===== config.mk =====
export PLATFORM = sky130hd
export DESIGN_NAME = sc_dmem_arbiter_flat
export DESIGN_NICKNAME = d
export VERILOG_FILES = /design/src/rtl/sc_arb_pkg.sv /design/src/rtl/sc_dmem_arbiter_if.sv /design/src/rtl/sc_arb_starve_cnt.sv /design/src/rtl/sc_dmem_arbiter.sv /design/src/flat_wrapper.sv
export SDC_FILE = /design/constraint.sdc
export NUM_CORES = 1
export LEC_CHECK = 0
export CORE_AREA = 10 10 97 99
export CTS_BUF_LIST = sky130_fd_sc_hd__clkbuf_4 sky130_fd_sc_hd__clkbuf_8 sky130_fd_sc_hd__clkbuf_16
export DETAILED_ROUTE_END_ITERATION = 6
export DIE_AREA = 0 0 107 109
export PLACE_DENSITY = 0.76
export SLEW_MARGIN = 25
export SYNTH_ARGS = -nofsm -noshare
export SYNTH_HDL_FRONTEND = slang
export SYNTH_SLANG_ARGS = --single-unit

===== constraint.sdc =====
create_clock -name clock -period 1.5 [get_ports clock]
set_input_delay 0.3 -clock clock [delete_from_list [all_inputs] [get_ports clock]]
set_output_delay 0.3 -clock clock [all_outputs]
set_load 0.005 [all_outputs]

===== src/rtl/sc_arb_pkg.sv =====
// Shared definitions for the single-cycle computer data-RAM arbiter:
// FSM state encoding, read-owner ids and the default starvation bound.
package sc_arb_pkg;

    typedef enum logic {
        PRIO_A  = 1'b0,
        FORCE_B = 1'b1
    } arb_state_e;

    localparam logic OWN_A = 1'b0;
    localparam logic OWN_B = 1'b1;

    localparam int unsigned DEF_MAX_WAIT = 4;

    typedef struct packed {
        logic valid;
        logic id;
    } owner_t;

    function automatic logic is_owner(input owner_t own, input logic id);
        return own.valid && (own.id == id);
    endfunction

endpackage


===== src/rtl/sc_dmem_arbiter_if.sv =====
// Bus bundle between the two RAM masters, the arbiter and the data RAM.
interface sc_dmem_arbiter_if #(
    parameter int AW = 5,
    parameter int DW = 32
);
    logic          a_req;
    logic          a_we;
    logic [31:0]   a_addr;
    logic [DW-1:0] a_wdata;
    logic          a_gnt;
    logic          a_rvalid;
    logic [DW-1:0] a_rdata;

    logic          b_req;
    logic          b_we;
    logic [31:0]   b_addr;
    logic [DW-1:0] b_wdata;
    logic          b_gnt;
    logic          b_rvalid;
    logic [DW-1:0] b_rdata;

    logic [AW-1:0] ram_addr;
    logic          ram_we;
    logic [DW-1:0] ram_wdata;
    logic [DW-1:0] ram_rdata;

    logic          starve_flag;

    modport slave (
        input  a_req, a_we, a_addr, a_wdata,
        output a_gnt, a_rvalid, a_rdata,
        input  b_req, b_we, b_addr, b_wdata,
        output b_gnt, b_rvalid, b_rdata,
        output ram_addr, ram_we, ram_wdata,
        input  ram_rdata,
        output starve_flag
    );

    modport master (
        output a_req, a_we, a_addr, a_wdata,
        input  a_gnt, a_rvalid, a_rdata,
        output b_req, b_we, b_addr, b_wdata,
        input  b_gnt, b_rvalid, b_rdata,
        input  ram_addr, ram_we, ram_wdata,
        output ram_rdata,
        input  starve_flag
    );

endinterface


===== src/rtl/sc_arb_starve_cnt.sv =====
// Counts consecutive cycles in which master B is denied and flags when the
// next denial would exceed the allowed bound.
module sc_arb_starve_cnt
    import sc_arb_pkg::*;
#(
    parameter int unsigned MAX_WAIT = DEF_MAX_WAIT
) (
    input  logic clock,
    input  logic reset,
    input  logic b_req,
    input  logic b_gnt,
    output logic at_term
);

    localparam logic [3:0] TERM_CNT = 4'(MAX_WAIT - 1);

    logic [3:0] wait_cnt_r;

    // Denial run-length counter; any grant or idle cycle restarts the run.
    always_ff @(posedge clock) begin
        if (reset) begin
            wait_cnt_r <= 4'd0;
        end else if (b_req && !b_gnt) begin
            wait_cnt_r <= wait_cnt_r + 4'd1;
        end else begin
            wait_cnt_r <= 4'd0;
        end
    end

    // Depends only on the registered count so the grant logic sees no loop.
    assign at_term = (wait_cnt_r == TERM_CNT);

endmodule


===== src/rtl/sc_dmem_arbiter.sv =====
// Fixed-priority (A first) arbiter for the single-port data RAM with a
// starvation guard for B and one-cycle tagged read-data return.
module sc_dmem_arbiter
    import sc_arb_pkg::*;
#(
    parameter int          AW       = 5,
    parameter int          DW       = 32,
    parameter int unsigned MAX_WAIT = DEF_MAX_WAIT
) (
    input  logic              clock,
    input  logic              reset,
    sc_dmem_arbiter_if.slave  bus
);

    arb_state_e    state_r;
    arb_state_e    state_nxt_s;
    owner_t        owner_r;
    logic          a_gnt_s;
    logic          b_gnt_s;
    logic          at_term_s;
    logic          a_rvalid_s;
    logic          b_rvalid_s;
    logic [AW-1:0] ram_addr_s;
    logic          ram_we_s;
    logic [DW-1:0] ram_wdata_s;
    logic          unused_addr_bits_s;

    assign unused_addr_bits_s = ^{bus.a_addr[31:AW+2], bus.a_addr[1:0],
                                  bus.b_addr[31:AW+2], bus.b_addr[1:0]};

    sc_arb_starve_cnt #(.MAX_WAIT(MAX_WAIT)) u_starve_cnt (
        .clock   (clock),
        .reset   (reset),
        .b_req   (bus.b_req),
        .b_gnt   (b_gnt_s),
        .at_term (at_term_s)
    );

    // FSM state register.
    always_ff @(posedge clock) begin
        if (reset) begin
            state_r <= PRIO_A;
        end else begin
            state_r <= state_nxt_s;
        end
    end

    // Grants and next state; grants are forced low while reset is high.
    always_comb begin
        a_gnt_s     = 1'b0;
        b_gnt_s     = 1'b0;
        state_nxt_s = PRIO_A;
        if (reset) begin
            state_nxt_s = PRIO_A;
        end else begin
            case (state_r)
                PRIO_A: begin
                    if (bus.a_req) begin
                        a_gnt_s = 1'b1;
                    end else if (bus.b_req) begin
                        b_gnt_s = 1'b1;
                    end else begin
                        a_gnt_s = 1'b0;
                    end
                    if (bus.b_req && !b_gnt_s && at_term_s) begin
                        state_nxt_s = FORCE_B;
                    end else begin
                        state_nxt_s = PRIO_A;
                    end
                end
                FORCE_B: begin
                    // A dropped b_req here is a protocol error: no grant, still return.
                    b_gnt_s     = bus.b_req;
                    state_nxt_s = PRIO_A;
                end
                default: begin
                    state_nxt_s = PRIO_A;
                end
            endcase
        end
    end

    // RAM port mux; an idle cycle drives all-zero so the RAM sees no stray write.
    always_comb begin
        ram_addr_s  = '0;
        ram_we_s    = 1'b0;
        ram_wdata_s = '0;
        if (a_gnt_s) begin
            ram_addr_s  = bus.a_addr[AW+1:2];
            ram_we_s    = bus.a_we;
            ram_wdata_s = bus.a_wdata;
        end else if (b_gnt_s) begin
            ram_addr_s  = bus.b_addr[AW+1:2];
            ram_we_s    = bus.b_we;
            ram_wdata_s = bus.b_wdata;
        end else begin
            ram_addr_s  = '0;
        end
    end

    // Read owner tag: which master the RAM's next registered data belongs to.
    always_ff @(posedge clock) begin
        if (reset) begin
            owner_r <= '0;
        end else begin
            owner_r.valid <= (a_gnt_s && !bus.a_we) || (b_gnt_s && !bus.b_we);
            owner_r.id    <= b_gnt_s ? OWN_B : OWN_A;
        end
    end

    assign a_rvalid_s = !reset && is_owner(owner_r, OWN_A);
    assign b_rvalid_s = !reset && is_owner(owner_r, OWN_B);

    assign bus.a_gnt       = a_gnt_s;
    assign bus.b_gnt       = b_gnt_s;
    assign bus.a_rvalid    = a_rvalid_s;
    assign bus.b_rvalid    = b_rvalid_s;
    assign bus.a_rdata     = a_rvalid_s ? bus.ram_rdata : '0;
    assign bus.b_rdata     = b_rvalid_s ? bus.ram_rdata : '0;
    assign bus.ram_addr    = ram_addr_s;
    assign bus.ram_we      = ram_we_s;
    assign bus.ram_wdata   = ram_wdata_s;
    assign bus.starve_flag = !reset && (state_r == FORCE_B);

endmodule

===== src/flat_wrapper.sv =====
// flat-port wrapper written by rule: the top's interface ports become plain ports
module sc_dmem_arbiter_flat import sc_arb_pkg::*;
#(
    parameter int          AW       = 5,
    parameter int          DW       = 32,
    parameter int unsigned MAX_WAIT = DEF_MAX_WAIT
)
  (clock, reset, bus_a_req, bus_a_we, bus_a_addr, bus_a_wdata, bus_a_gnt, bus_a_rvalid, bus_a_rdata, bus_b_req, bus_b_we, bus_b_addr, bus_b_wdata, bus_b_gnt, bus_b_rvalid, bus_b_rdata, bus_ram_addr, bus_ram_we, bus_ram_wdata, bus_ram_rdata, bus_starve_flag);
  sc_dmem_arbiter_if #(.AW(AW), .DW(DW)) bus_i ();
  input  logic clock;
  input  logic reset;
  input wire logic [$bits(bus_i.a_req)-1:0] bus_a_req;
  input wire logic [$bits(bus_i.a_we)-1:0] bus_a_we;
  input wire logic [$bits(bus_i.a_addr)-1:0] bus_a_addr;
  input wire logic [$bits(bus_i.a_wdata)-1:0] bus_a_wdata;
  output wire logic [$bits(bus_i.a_gnt)-1:0] bus_a_gnt;
  output wire logic [$bits(bus_i.a_rvalid)-1:0] bus_a_rvalid;
  output wire logic [$bits(bus_i.a_rdata)-1:0] bus_a_rdata;
  input wire logic [$bits(bus_i.b_req)-1:0] bus_b_req;
  input wire logic [$bits(bus_i.b_we)-1:0] bus_b_we;
  input wire logic [$bits(bus_i.b_addr)-1:0] bus_b_addr;
  input wire logic [$bits(bus_i.b_wdata)-1:0] bus_b_wdata;
  output wire logic [$bits(bus_i.b_gnt)-1:0] bus_b_gnt;
  output wire logic [$bits(bus_i.b_rvalid)-1:0] bus_b_rvalid;
  output wire logic [$bits(bus_i.b_rdata)-1:0] bus_b_rdata;
  output wire logic [$bits(bus_i.ram_addr)-1:0] bus_ram_addr;
  output wire logic [$bits(bus_i.ram_we)-1:0] bus_ram_we;
  output wire logic [$bits(bus_i.ram_wdata)-1:0] bus_ram_wdata;
  input wire logic [$bits(bus_i.ram_rdata)-1:0] bus_ram_rdata;
  output wire logic [$bits(bus_i.starve_flag)-1:0] bus_starve_flag;
  assign bus_i.a_req = bus_a_req;
  assign bus_i.a_we = bus_a_we;
  assign bus_i.a_addr = bus_a_addr;
  assign bus_i.a_wdata = bus_a_wdata;
  assign bus_a_gnt = bus_i.a_gnt;
  assign bus_a_rvalid = bus_i.a_rvalid;
  assign bus_a_rdata = bus_i.a_rdata;
  assign bus_i.b_req = bus_b_req;
  assign bus_i.b_we = bus_b_we;
  assign bus_i.b_addr = bus_b_addr;
  assign bus_i.b_wdata = bus_b_wdata;
  assign bus_b_gnt = bus_i.b_gnt;
  assign bus_b_rvalid = bus_i.b_rvalid;
  assign bus_b_rdata = bus_i.b_rdata;
  assign bus_ram_addr = bus_i.ram_addr;
  assign bus_ram_we = bus_i.ram_we;
  assign bus_ram_wdata = bus_i.ram_wdata;
  assign bus_i.ram_rdata = bus_ram_rdata;
  assign bus_starve_flag = bus_i.starve_flag;
  sc_dmem_arbiter #(.AW(AW), .DW(DW), .MAX_WAIT(MAX_WAIT)) u_core (.clock(clock), .reset(reset), .bus(bus_i));
endmodule

==> reports/metrics.yaml <==
wl_um: 9960
ant_nets: 0
hold_ws_ps: 434
yosysWarnings: 0
drc: 0
firstDrtPassIters: 4
drv_slew: 0
synth_top_family_by_area: "simple AND/OR/NAND/NOR gates"
die_h_um: 109
cts_buffer_depth: 2
worstPathArrival_ps: 1450
leakagePower_uw: 0.00199
gr-total-overflow: 0
htreeDepth: 1
routabilityCongestion: 0.803
grt_usage_pct: 15.0
rsz0062_at_grt: "true"
netlist_top_cells_area: "and2_1 (37%), a22o_1 (31%), dfxtp_1 (13%)"
ys_ff_latch: 7
drive_above_1_share_pct: 57.8
synth_top_area_share_pct: 36.7
final_area_um2: 4170
path_class: "reg -> out"
power.internal_uw: 927
fmax_ghz: 0.571
swShare_pct: 25.9
drt-initial-drc-count: 48
tritoncts: "built"
critPathMaxFanout: 8
p_seq_share_pct: 15.6
min_period_over_period_pct: 117
hold_viol: 0
endpoint_kind: "output port"
layout_commonest_cell: "clkdlybuf4s50_1"
hpwl_um: 6990
syn_inst: 144
syn_nets: 311
initial_core_util_pct: 14.5
rows: 32
peakVddDrop_mv: 0.273
yosys.area.top_type: "and2_1"
cts_made_buffers: 3
ys_seq_area_share_pct: 12.8
setup_ws_ps: -252
synthAdderAreaFrac_pct: 1.15
antenna_cells: 0
synth_cell_types: 23
vias: 2171
grt_pass1_wl_um: 13900
syn_avg_cell_area_um2: 7.58
cts.sinks: 7
synth_mux_area_share_pct: 0
grt_max_degree: 18
switching_power_uw: 324
crit_path_start_kind: "register"
power_frac_comb_pct: 61.5
skew_ps: 1.71
wl_per_cell_um: 20.0
fin_util_pct: 55.4
portBuffers: 218
fin_crit_ps: 1750
core_region_area_um2: 7530
insertion_delay_ps: 230
place_area_um2: 3480
io_pins: 273
synthesis.area_um2: 1090
synthXorXnorAreaFrac_pct: 1.61
root_buffer: "clkbuf_8"
outcome: "finished, violations left"
final_cell_mix: "clkdlybuf4s50_1 (108), buf_6 (79), and2_4 (64), buf_2 (40), a22o_1 (38)"
viasPerCell: 4.36
clkPwrFrac_pct: 22.9
antenna_found_initial: 0
drv_cap: 0
finalSetupViolCount: 104
synth_compound_area_share_pct: 31.3
synth-simple-area-share_pct: 45.8
hp-class: "reg -> reg"
grt_pass1_vias: 2452
clk_pin_slew_ps: 40
powerDensity_nw_per_um2: 300
area_growth_pct: 282
die_area_um2: 11700
slew_headroom_pct: 84.8
tightest_slew_ps: 224
critPathRequiredTime_ps: 1200
violations: "setup timing"
die_w_um: 107
fin_nets: 564
metrics by stage:
| stage | setup slack (ps) | std cells | power, uW | TNS (ps) |
|---|---|---|---|---|
| floorplan | 98.6 | 144 | 334 | 0 |
| global placement | -871 | 463 | 855 | -77860 |
| detailed placement | -921 | 463 | 863 | -81030 |
| CTS | -282 | 496 | 1220 | -17710 |
| global route | -291 | 498 | 1310 | -19400 |
| finish | -252 | 498 | 1250 | -14880 |
power groups by stage:
stage / clock [uW] / combinational, uW / sequential, uW
floorplan: 0 / 138 / 196
global placement: 0 / 658 / 197
detailed placement: 0 / 666 / 197
CTS: 298 / 728 / 195
global route: 303 / 816 / 195
finish: 287 / 769 / 195
cells in the mapped netlist:
cell      number
and2_1        64
buf_2          4
o32ai_1        1
xor2_1         1
and3b_1        1
nand2b_4       1
nand2_2        1
and3_1         1
nand2_1        1
nor2_1         4
inv_1          1
nor2b_1        3
clkbuf_1       7
nor3b_2        1
xnor2_1        1
inv_2          1
a22o_1        38
buf_6          2
ha_1           1
dfxtp_1        7
nor4b_1        1
buf_1          1
nand3_1        1
worst max-delay path, cell delays in order, from the launching register on:
cell and delay (ps):
dfxtp_2 320, nand2b_4 160, nand2_4 90, inv_6 50, buf_6 130, buf_16 130
a22o_1 220, buf_2 120
registers in the layout, indices dropped and copies added, names as in the netlist:
register,count
u_core.state_r,1
u_core.owner_r,2
u_core.u_starve_cnt.wait_cnt_r,4
final timing paths:
check / startpoint / endpoint / slack (ps) / cells after the start
worst min register to register: u_core.u_starve_cnt.wait_cnt_r[3]$_SDFF_PP0_ / u_core.state_r$_SDFF_PP0_ / 430 / 1
worst max-delay path: u_core.state_r$_SDFF_PP0_ / bus_ram_wdata[27] / -250 / 7
worst min-delay path: u_core.u_starve_cnt.wait_cnt_r[3]$_SDFF_PP0_ / u_core.state_r$_SDFF_PP0_ / 430 / 1
worst max register to register: u_core.state_r$_SDFF_PP0_ / u_core.state_r$_SDFF_PP0_ / 470 / 4
what timing repair did:
item / 4_1_cts / 5_1_grt
endpoints found under the setup margin: 107 / 106
setup buffers: 18 / 2
resized for setup: 527 / 72
pin swaps: 45 / 47
hold buffers: 0 / 0
gates cloned: 13 / 2
cell families after synthesis:
kind of cell | after synthesis
adder cells (fa/ha/maj) | 1
buffers and inverters | 16
AO/OA/AOI/OAI | 39
XOR/XNOR | 2
AND/OR/NAND/NOR | 79
flip-flops | 7
layout make-up:
| cell class | instances | area [um^2] |
|---|---|---|
| fillers | 675 | 3360 |
| clock buffers | 4 | 48.8 |
| inverters | 2 | 12.5 |
| well taps | 102 | 128 |
| multi-input cells | 121 | 1060 |
| flip-flops and latches | 7 | 144 |
| repair buffers | 262 | 2780 |
routing by layer:
metal	part of all wire, %	vias to the layer above	track usage (%)
met5	0	-	0
met4	0.46	0	2.03
met3	10	4	6.43
met2	51	142	27.7
met1	39	1006	15.8
li1	-	1019	-
Power figures use the tool's default switching activity.
